### src/rtl/parity_frame_rx.sv
// parity_frame_rx
//
// Serial frame receiver with parity check. A frame is NUM_BITS data bits,
// first bit first, followed by one parity bit. Each bit is taken on a clock
// edge where wr_en is high. Gaps of any length between bits are allowed.
// When the parity bit arrives, the block does three things on that same edge:
//   - loads the assembled word into data_out,
//   - reports the parity check on parity_err,
//   - pulses data_valid for one cycle.
// A saturating 8-bit counter tracks the number of errored frames.
//
// Parameters
//   NUM_BITS         data bits per frame (2..32)
//   EVEN_PARITY_BIT  1: data + parity carry an even number of ones
//                    0: they carry an odd number of ones
//
// Ports
//   clk         system clock, rising edge
//   rst         asynchronous active-high reset
//   data_in     serial bit, sampled when wr_en = 1
//   wr_en       bit qualifier
//   sync        synchronous frame restart; wins over wr_en, drops the bit
//   data_out    last complete word, first-received bit in the MSB
//   data_valid  one-cycle strobe when data_out / parity_err update
//   parity_err  1 = last frame failed the parity check
//   busy        1 while a frame is partially received
//   err_cnt     number of errored frames, saturating at 255

module parity_frame_rx #(
    parameter int unsigned NUM_BITS        = 4,
    parameter bit          EVEN_PARITY_BIT = 1'b1
) (
    input  logic                clk,
    input  logic                rst,
    input  logic                data_in,
    input  logic                wr_en,
    input  logic                sync,
    output logic [NUM_BITS-1:0] data_out,
    output logic                data_valid,
    output logic                parity_err,
    output logic                busy,
    output logic [7:0]          err_cnt
);

    localparam int unsigned CntW = $clog2(NUM_BITS + 1);
    // bit_cnt value held just before the last data bit is taken
    localparam logic [CntW-1:0] LastDataCnt = CntW'(NUM_BITS - 1);

    typedef enum logic [1:0] {
        StIdle,
        StData,
        StPar
    } state_e;

    state_e              state_q;
    logic [CntW-1:0]     bit_cnt_q;
    logic [NUM_BITS-1:0] shift_q;
    logic                par_q;

    logic frame_par;
    logic frame_err;

    // Parity over data + parity bit, and its interpretation for the chosen sense
    always_comb begin
        frame_par = par_q ^ data_in;
        frame_err = EVEN_PARITY_BIT ? frame_par : ~frame_par;
    end

    assign busy = (state_q != StIdle);

    always_ff @(posedge clk or posedge rst) begin
        if (rst) begin
            state_q    <= StIdle;
            bit_cnt_q  <= '0;
            shift_q    <= '0;
            par_q      <= 1'b0;
            data_out   <= '0;
            data_valid <= 1'b0;
            parity_err <= 1'b0;
            err_cnt    <= 8'd0;
        end else begin
            data_valid <= 1'b0;
            if (sync) begin
                // Drop the partial frame; completed results are kept
                state_q   <= StIdle;
                bit_cnt_q <= '0;
                shift_q   <= '0;
                par_q     <= 1'b0;
            end else if (wr_en) begin
                unique case (state_q)
                    StIdle: begin
                        // Older contents are shifted out before the word completes
                        shift_q   <= {shift_q[NUM_BITS-2:0], data_in};
                        par_q     <= data_in;
                        bit_cnt_q <= CntW'(1);
                        state_q   <= StData;
                    end
                    StData: begin
                        shift_q   <= {shift_q[NUM_BITS-2:0], data_in};
                        par_q     <= par_q ^ data_in;
                        bit_cnt_q <= bit_cnt_q + CntW'(1);
                        if (bit_cnt_q == LastDataCnt) begin
                            state_q <= StPar;
                        end
                    end
                    StPar: begin
                        data_out   <= shift_q;
                        parity_err <= frame_err;
                        data_valid <= 1'b1;
                        if (frame_err && (err_cnt != 8'hFF)) begin
                            err_cnt <= err_cnt + 8'd1;
                        end
                        bit_cnt_q  <= '0;
                        par_q      <= 1'b0;
                        state_q    <= StIdle;
                    end
                    default: begin
                        state_q   <= StIdle;
                        bit_cnt_q <= '0;
                        par_q     <= 1'b0;
                    end
                endcase
            end
        end
    end

endmodule

### config.mk
export PLATFORM = sky130hd
export DESIGN_NAME = parity_frame_rx
export DESIGN_NICKNAME = d
export VERILOG_FILES = /design/src/rtl/parity_frame_rx.sv
export SDC_FILE = /design/constraint.sdc
export NUM_CORES = 1
export LEC_CHECK = 0
export BUFFER_PORTS_ARGS = -buffer_cell sky130_fd_sc_hd__buf_4
export CAP_MARGIN = 20
export CELL_PAD_IN_SITES_DETAIL_PLACEMENT = 1
export CELL_PAD_IN_SITES_GLOBAL_PLACEMENT = 2
export CORE_MARGIN = 8
export CORE_UTILIZATION = 37
export CTS_BUF_LIST = sky130_fd_sc_hd__clkbuf_8
export CTS_CLUSTER_DIAMETER = 50
export DETAILED_ROUTE_END_ITERATION = 12
export HOLD_SLACK_MARGIN = 0.05
export PLACE_DENSITY = 0.81
export RECOVER_POWER = 25
export SETUP_SLACK_MARGIN = 0.15
export SLEW_MARGIN = 15
export SYNTH_ARGS = -nofsm -noshare
export SYNTH_HDL_FRONTEND = slang
export SYNTH_SLANG_ARGS = --single-unit
### constraint.sdc
create_clock -name clk -period 1.97 [get_ports clk]
set_input_delay 0 -clock clk [delete_from_list [all_inputs] [get_ports clk]]
set_output_delay 0 -clock clk [all_outputs]
set_load 0.02 [all_outputs]
# Word-level counts from Yosys, hierarchy flattened
# Index checks and enable logic that the tools add are counted.
# W data, S select, Z words.
# op_classes
mux	16
n_eq_ne	5
addsub	2
reduce_logical	10
bitwise	2
# ops
operator	count
$mux W4	3
$add A8 B1 Y8 const B	1
$ne A8 B8 Y1 const B	1
$mux W2	3
$mux W3	2
$pmux W3 S2	1
$reduce_bool A2 Y1	3
$mux W1	5
$pmux W2 S2	1
$reduce_and A2 Y1	2
$reduce_and A4 Y1	1
$add A3 B1 Y3 const B	1
$eq A3 B2 Y1 const B	1
$ne A3 B3 Y1 const B	1
$reduce_and A3 Y1	1
$eq A2 B1 Y1 const B	1
$eq A2 B2 Y1 const B	1
$logic_not A2 Y1	1
$pmux W1 S2	1
$reduce_or A2 Y1	1
$logic_and A1 B1 Y1	1
$not A1 Y1	1
$xor A1 B1 Y1	1
# totals
out_inout_bits	15
input_bits	5
wordCells	43
reg_bits	24

# Logic depth before layout (Yosys ltp)
# Gate-level depths: netlist of run 1.
# depth
word_depth	5
ltp_mapped	5
ltp_nobuf	5

# Worst setup path after synthesis of run 1
# OpenSTA, ideal clock, no wires.
# synth_timing
path_kind	register -> register
start	reg err_cnt[0]
end	reg err_cnt[1]
synth_period_minus_slack_ns	1.629
t_arrival_ns	1.504
stages_incl_launch_ff	5
required_time_ns	1.845
path_buffers	0
path_slack_ns	0.341
setup_time_ns	0.125
path_cell_list	dfrtp_1 ha_1 nand4_1 o211ai_1 mux2_2
# synth_between
elab_chain_len	3
word_cells_on_any_way	4
classes_between	add/sub: 1; eq/ne: 1; reduce/logical: 2
# synth_lines
element	line_no	text
start, declared	42	output logic [7:0] err_cnt
start signal, assigned	111	err_cnt <= err_cnt + 8'd1;
parallel branches: the longest is 3 deep, another holds $add A8 B1 Y8	n/a	
# Several ways; the timed one is not identified.
# A chain may end at the register's enable or synchronous reset.

# Worst setup path in the final report of run 1
# Ends and elaborated chain as after synthesis.

==> results by group, run 1 <==
Yosys
  • Async SR Flop Fraction: 1.00
  • Syn_nets: 125
  • Top cells by count, synth: dfrtp_1, nand2_1, nor2_1, mux2i_1, nand3_1
  • Post-synth EDFFs: 0
  • Synthesized flop and latch total: 24
  • Mapped Area: 0.00124 mm²
  • Number of warning messages in the yosys log: 0
  • Ranking of synthesized cells by area: dfrtp_1, mux2i_1, nand2_1
  • Synth Instances: 117
  • Synth Flop Type: dfrtp_1
  • Yosys cell types: 33
  • Dominant cell type by area after synthesis: dfrtp_1
  • Synth Area per Inst: 10.6 µm²
  • Top-count cell post-synth: dfrtp_1
  • Register area share after synthesis: 0.484
  • Top cell type's share of synthesized area: 0.484

Pwr
  • Clk network pwr share: 0.361
  • Switching Share: 0.220
  • Pwr dens: 621 mW/mm²
  • Internal power component: 0.710 mW
  • Sw Pwr: 0.200 mW
  • Worst VDD drop: 0.000189 V
  • Lkg Pwr: 0.699 nW
  • Combinational share of power: 0.078
  • Register share of total power: 0.561

Final layout
  • Final nets: 145
  • Fill count: 376
  • Area growth from synthesis to layout: 18.1%
  • Antenna diodes: 0
  • Layout cells sized above 1: 0.250

Routing
  • Remaining DRCs: 0
  • WL per Instance: 13.2 µm
  • Vias per cell: 4.79
  • Post-Route WL: 2410 µm
  • Vias: 872
  • Post-DRT Antenna Nets: 0
  • DR pass1 iterations: 4
  • Number of DRC markers in iteration 0: 27

STA
  • Final Skew: 0.00506 ns
  • Final setup viols: 0
  • Slew Viols, Final: 0
  • Max_slew headroom: 0.135
  • Slew @ Worst Pin: 1.30 ns
  • Max Clk Rate: 596 MHz
  • Endpoints failing hold: 0
  • Final worst path period share: 0.852
  • Minimum clock period: 1.68 ns
  • Setup_tns: 0 ns
  • Final hold slack: 0.0537 ns
  • RSZ-0062 raised after global routing: no

Clock network
  • CTS Buf Count: 3
  • Clk buf depth: 2
  • Clk slew on worst S/H paths: 0.09 ns
  • CTS tree: built
  • CTS root buf: clkbuf_8
  • CTS Hold Bufs: 2
  • Setup bufs post-CTS: 0
  • Clk_lat worst skew: 0.26 ns
  • # H-tree levels: 1
  • Number of clock sinks: 24
  • Post_cts resized: 0

Floorplanning
  • CORE AREA: 0.00328 mm²
  • Die W: 73.9 µm
  • Die area: 0.00546 mm²
  • Num ports: 20
  • Die Ht: 73.9 µm
  • Row cnt: 21
  • Starting density of the core: 0.378

Min path
  • WHS Path Cells: 3
  • Hold Path Class: input pin to flop

Run status
  • Status: finished clean

Place
  • GPL Wtd Cong: 0.745
  • IO buf count: 19
  • DPL Wire Length: 1800 µm

Critical path
  • CP max FO: 6
  • Setup Crit Path Kind: flop to flop
  • Startpoint class of the critical path: flop
  • Crit path capture type: flop
  • Worst EP required: 2.12 ns
  • FF-to-FF path depth: 4
  • Data arrival, critical path: 1.83 ns

Run
  • Max_cap viols: 0

Global route
  • Initial antenna violation count: 0
  • Aggregate global-route resource usage: 0.0938
  • First-pass GRT wire length: 4050 µm
  • Overflow after GRT: 0
  • Vias in the first global route: 880
  • Largest net degree at the start of global routing: 25
final cells by class:
type                            instances  area, µm²  share of cell area
Inverter                                3       11.3             0.00768
Multi-Input combinational cell         83        576               0.392
Tap cell                               46       57.6              0.0392
Sequential cell                        24        601               0.410
Clock buffer                            4       55.1              0.0375
Timing Repair Buffer                   22        166               0.113
routing by layer:
layer | wire (µm) | global-route usage | vias up
met5 | 0 | 0 | -
met4 | 17 | 0.0333 | 0
met3 | 150 | 0.0286 | 2
met2 | 1100 | 0.144 | 16
met1 | 1140 | 0.121 | 415
li1 | - | - | 439
placed cells by master, fill, tap and decap left out, types with 2 or more instances in the layout:
cell	instances
mux2i_1	7
o21ai_0	3
dfrtp_1	24
buf_4	18
mux2_1	2
inv_1	2
nor3_1	2
dlygate4sd3_1	2
nor4_2	2
a21oi_1	5
nand2_1	18
nor2_1	8
nand3_1	7
mux2_2	5
or2b_1	2
ha_1	3
nand2b_1	2
xor2_1	2
clkbuf_8	4
nor2b_1	2
nand4_1	3
path summary, 6_finish.rpt:
check                            from          end  slack [ns]
min                           data_in   shift_q[0]        0.05
max in group asynchronous         rst   err_cnt[3]        0.49
max reg2reg                err_cnt[0]   err_cnt[1]        0.29
min in group asynchronous         rst  data_out[1]        0.71
max                        err_cnt[0]   err_cnt[1]        0.29
min reg2reg                shift_q[3]  data_out[3]        0.48
metrics by stage:
| stage | setup WS (ns) | utilization | cells | total power, mW | area (µm²) |
|---|---|---|---|---|---|
| after floorplan | 0.341 | - | 117 | 0.576 | 1240 |
| after global placement | 0.335 | 0.425 | 176 | 0.591 | 1400 |
| after detailed placement | 0.313 | 0.425 | 176 | 0.592 | 1400 |
| after CTS | 0.291 | 0.448 | 182 | 0.931 | 1470 |
| after global routing | 0.236 | 0.446 | 182 | 0.952 | 1470 |
| final | 0.291 | 0.446 | 182 | 0.910 | 1470 |
flip-flops by register name (all words and copies together) (netlist names):
register    flops
err_cnt         8
data_out        4
shift_q         4
bit_cnt_q       3
state_q         2
data_valid      1
par_q           1
parity_err      1
worst max-delay path, stage by stage (launching register included):
cell and delay (ns):
dfrtp_1 0.43, ha_1 0.30, nand4_1 0.16, o211ai_1 0.32, mux2_2 0.37
power groups by stage:
| stage | Sequential, mW | Combinational (mW) | Clock, mW |
|---|---|---|---|
| finish | 0.510 | 0.0714 | 0.329 |
| global route | 0.512 | 0.0808 | 0.360 |
| CTS | 0.511 | 0.0746 | 0.345 |
| detailed placement | 0.520 | 0.0714 | 0 |
| global placement | 0.520 | 0.0711 | 0 |
| floorplan | 0.517 | 0.0589 | 0 |
cells by family (layout without fill, tap and decap cells):
logic type      count (synthesis)  after routing  synth area share
simple gates                   52             52             0.236
fa+ha+maj                       3              3            0.0302
flops                          24             24             0.484
compound gates                 10             10            0.0433
buf+inv                        10             29            0.0524
mux                            14             14             0.120
xor+xnor                        4              4            0.0343
(Power assumes the default switching activity.)
==> run 2, diff against run 1 <==
==> constraint.sdc (replaced) <==
create_clock -name clk -period 1.97 [get_ports clk]
set_input_delay 0.197 -clock clk [delete_from_list [all_inputs] [get_ports clk]]
set_output_delay 0.197 -clock clk [all_outputs]
set_load 0.02 [all_outputs]
==> run 2 against run 1 <==
  * Register-to-register slack barely moved
  * Design area shrank 0.60%
  * Cell count shrank 0.55%
  * Clock-buffer cell count unchanged
  * Maximum frequency unchanged
  * Via count decreased by 0.46%
  * Routed wire length unchanged
  * First-iteration DRC count is 26% lower
  * Critical path depth stayed put
  * Largest cell class unchanged
  * Non-clock buffer count down 1
  * Sequential power about the same
  * Global-route usage did not move
==> results by group, run 2 (synthesized netlist as in run 1, its figures left out) <==
Run status
  • Status: finished clean (unchanged)

STA
  • Max Clk Rate: 596 MHz (unchanged)
  • Minimum clock period: 1.68 ns (unchanged)
  • Setup_tns: 0 ns (unchanged)
  • RSZ-0062 raised after global routing: no (unchanged)
  • Slew Viols, Final: 0 (unchanged)
  • Final hold slack: 0.165 ns (was 0.0537 ns)
  • Final worst path period share: 0.852 (unchanged)
  • Final setup viols: 0 (unchanged)
  • Slew @ Worst Pin: 0.605 ns (was 1.30 ns)
  • Final Skew: 0.00506 ns (unchanged)
  • Max_slew headroom: 0.597 (was 0.135)
  • Endpoints failing hold: 0 (unchanged)

Global route
  • Overflow after GRT: 0 (unchanged)
  • Largest net degree at the start of global routing: 25 (unchanged)
  • Vias in the first global route: 880 (unchanged)
  • First-pass GRT wire length: 4050 µm (unchanged)
  • Aggregate global-route resource usage: 0.0938 (unchanged)
  • Initial antenna violation count: 0 (unchanged)

Clock network
  • CTS root buf: clkbuf_8 (unchanged)
  • CTS tree: built (unchanged)
  • Clk buf depth: 2 (unchanged)
  • Clk slew on worst S/H paths: 0.09 ns (about the same)
  • Post_cts resized: 0 (unchanged)
  • Clk_lat worst skew: 0.26 ns (about the same)
  • Setup bufs post-CTS: 0 (unchanged)
  • CTS Buf Count: 3 (unchanged)
  • Number of clock sinks: 24 (unchanged)
  • CTS Hold Bufs: 1 (was 2)
  • # H-tree levels: 1 (unchanged)

Pwr
  • Internal power component: 0.709 mW (was 0.710 mW)
  • Switching Share: 0.220 (about the same)
  • Lkg Pwr: 0.698 nW (was 0.699 nW)
  • Combinational share of power: 0.077 (was 0.078)
  • Register share of total power: 0.561 (about the same)
  • Pwr Total: 0.909 mW (was 0.910 mW)
  • Clk network pwr share: 0.362 (was 0.361)
  • Pwr dens: 624 mW/mm² (was 621 mW/mm²)
  • Sw Pwr: 0.200 mW (about the same)
  • Worst VDD drop: 0.000189 V (about the same)

Place
  • Dpl cell area: 0.00140 mm² (unchanged)
  • IO buf count: 19 (unchanged)
  • GPL Wtd Cong: 0.745 (unchanged)
  • DPL Wire Length: 1800 µm (unchanged)
  • Placed insts: 176 (unchanged)

Final layout
  • Area growth from synthesis to layout: 17.4% (was 18.1%)
  • Final nets: 144 (was 145)
  • Antenna diodes: 0 (unchanged)
  • Largest regs: err_cnt (8), data_out (4), shift_q (4) (unchanged)
  • Largest register FFs: 8 (unchanged)
  • Layout cells sized above 1: 0.259 (was 0.250)
  • Most frequent cells in the layout: dfrtp_1, nand2_1, buf_4 (unchanged)
  • Fin cells: 181 (was 182)
  • Leading cell type in the layout, fill and taps excluded: dfrtp_1 (unchanged)
  • Most flops, register: err_cnt (unchanged)
  • Fill count: 378 (was 376)
  • Design area: 0.00146 mm² (was 0.00147 mm²)

Floorplanning
  • Row cnt: 21 (unchanged)
  • CORE AREA: 0.00328 mm² (unchanged)
  • Die area: 0.00546 mm² (unchanged)
  • Starting density of the core: 0.378 (unchanged)
  • Num ports: 20 (unchanged)
  • Die Ht: 73.9 µm (unchanged)
  • Die W: 73.9 µm (unchanged)

Critical path
  • Startpoint class of the critical path: flop (unchanged)
  • Worst EP required: 2.12 ns (about the same)
  • Setup Crit Path Kind: flop to flop (unchanged)
  • CP max FO: 6 (unchanged)
  • Crit path capture type: flop (unchanged)
  • Reg-to-reg startpoint: err_cnt[0] (unchanged)
  • Critical Path Start: err_cnt[0] (unchanged)
  • Data arrival, critical path: 1.83 ns (about the same)

Run
  • Max_cap viols: 0 (unchanged)

Routing
  • DR pass1 iterations: 4 (unchanged)
  • Post-DRT Antenna Nets: 0 (unchanged)
  • WL per Instance: 13.3 µm (was 13.2 µm)
  • Vias: 868 (was 872)
  • Vias per cell: 4.80 (was 4.79)
  • Remaining DRCs: 0 (unchanged)
  • Post-Route WL: 2410 µm (unchanged)
  • Number of DRC markers in iteration 0: 20 (was 27)

Min path
  • Hold Path Class: input pin to flop (unchanged)
  • Worst Min Path Start: sync (was data_in)
[run 2: power groups by stage]
stage / clock network (mW) / registers, mW / logic (mW)
6_report: 0.329 / 0.510 / 0.0701
5_1_grt: 0.360 / 0.512 / 0.0795
4_1_cts: 0.345 / 0.511 / 0.0731
3_5_place_dp: 0 / 0.520 / 0.0714
3_3_place_gp: 0 / 0.520 / 0.0711
2_1_floorplan: 0 / 0.517 / 0.0589
[run 2: layout make-up]
cell class                      count  area (µm²)  area share
Sequential cell                    24         601       0.412
Tap cell                           46        57.6      0.0395
Clock buffer                        4        55.1      0.0378
Multi-Input combinational cell     83         576       0.395
Timing Repair Buffer               21         158       0.108
Inverter                            3        11.3     0.00773
[run 2: worst paths after layout]
| kind | end | cells past startpoint | slack [ns] |
|---|---|---|---|
| setup / recovery | err_cnt[1] | 4 | 0.29 |
| hold / removal | state_q[1] | 2 | 0.16 |
| setup reg to reg | err_cnt[1] | 4 | 0.29 |
| hold reg to reg | data_out[3] | 2 | 0.48 |
| max in group asynchronous | err_cnt[3] | 4 | 0.93 |
| min in group asynchronous | data_out[1] | 4 | 0.63 |
[run 2: per-layer routing]
layer | track usage | part of all wire | vias up
met2 | 0.144 | 0.45 | 16
li1 | - | - | 437
met1 | 0.121 | 0.48 | 413
met5 | 0 | 0 | -
met4 | 0.0333 | 0.0071 | 0
met3 | 0.0286 | 0.062 | 2
[run 2: critical path, cell delays in order, from the launching register on]
cell and delay, ns:
dfrtp_1 0.43, ha_1 0.30, nand4_1 0.16, o211ai_1 0.32, mux2_2 0.37
[run 2: per-stage QoR]
step	setup WS (ns)	util
floorplan	0.341	-
global placement	0.335	0.425
detailed placement	0.313	0.425
CTS	0.291	0.445
global route	0.238	0.444
finish	0.291	0.444
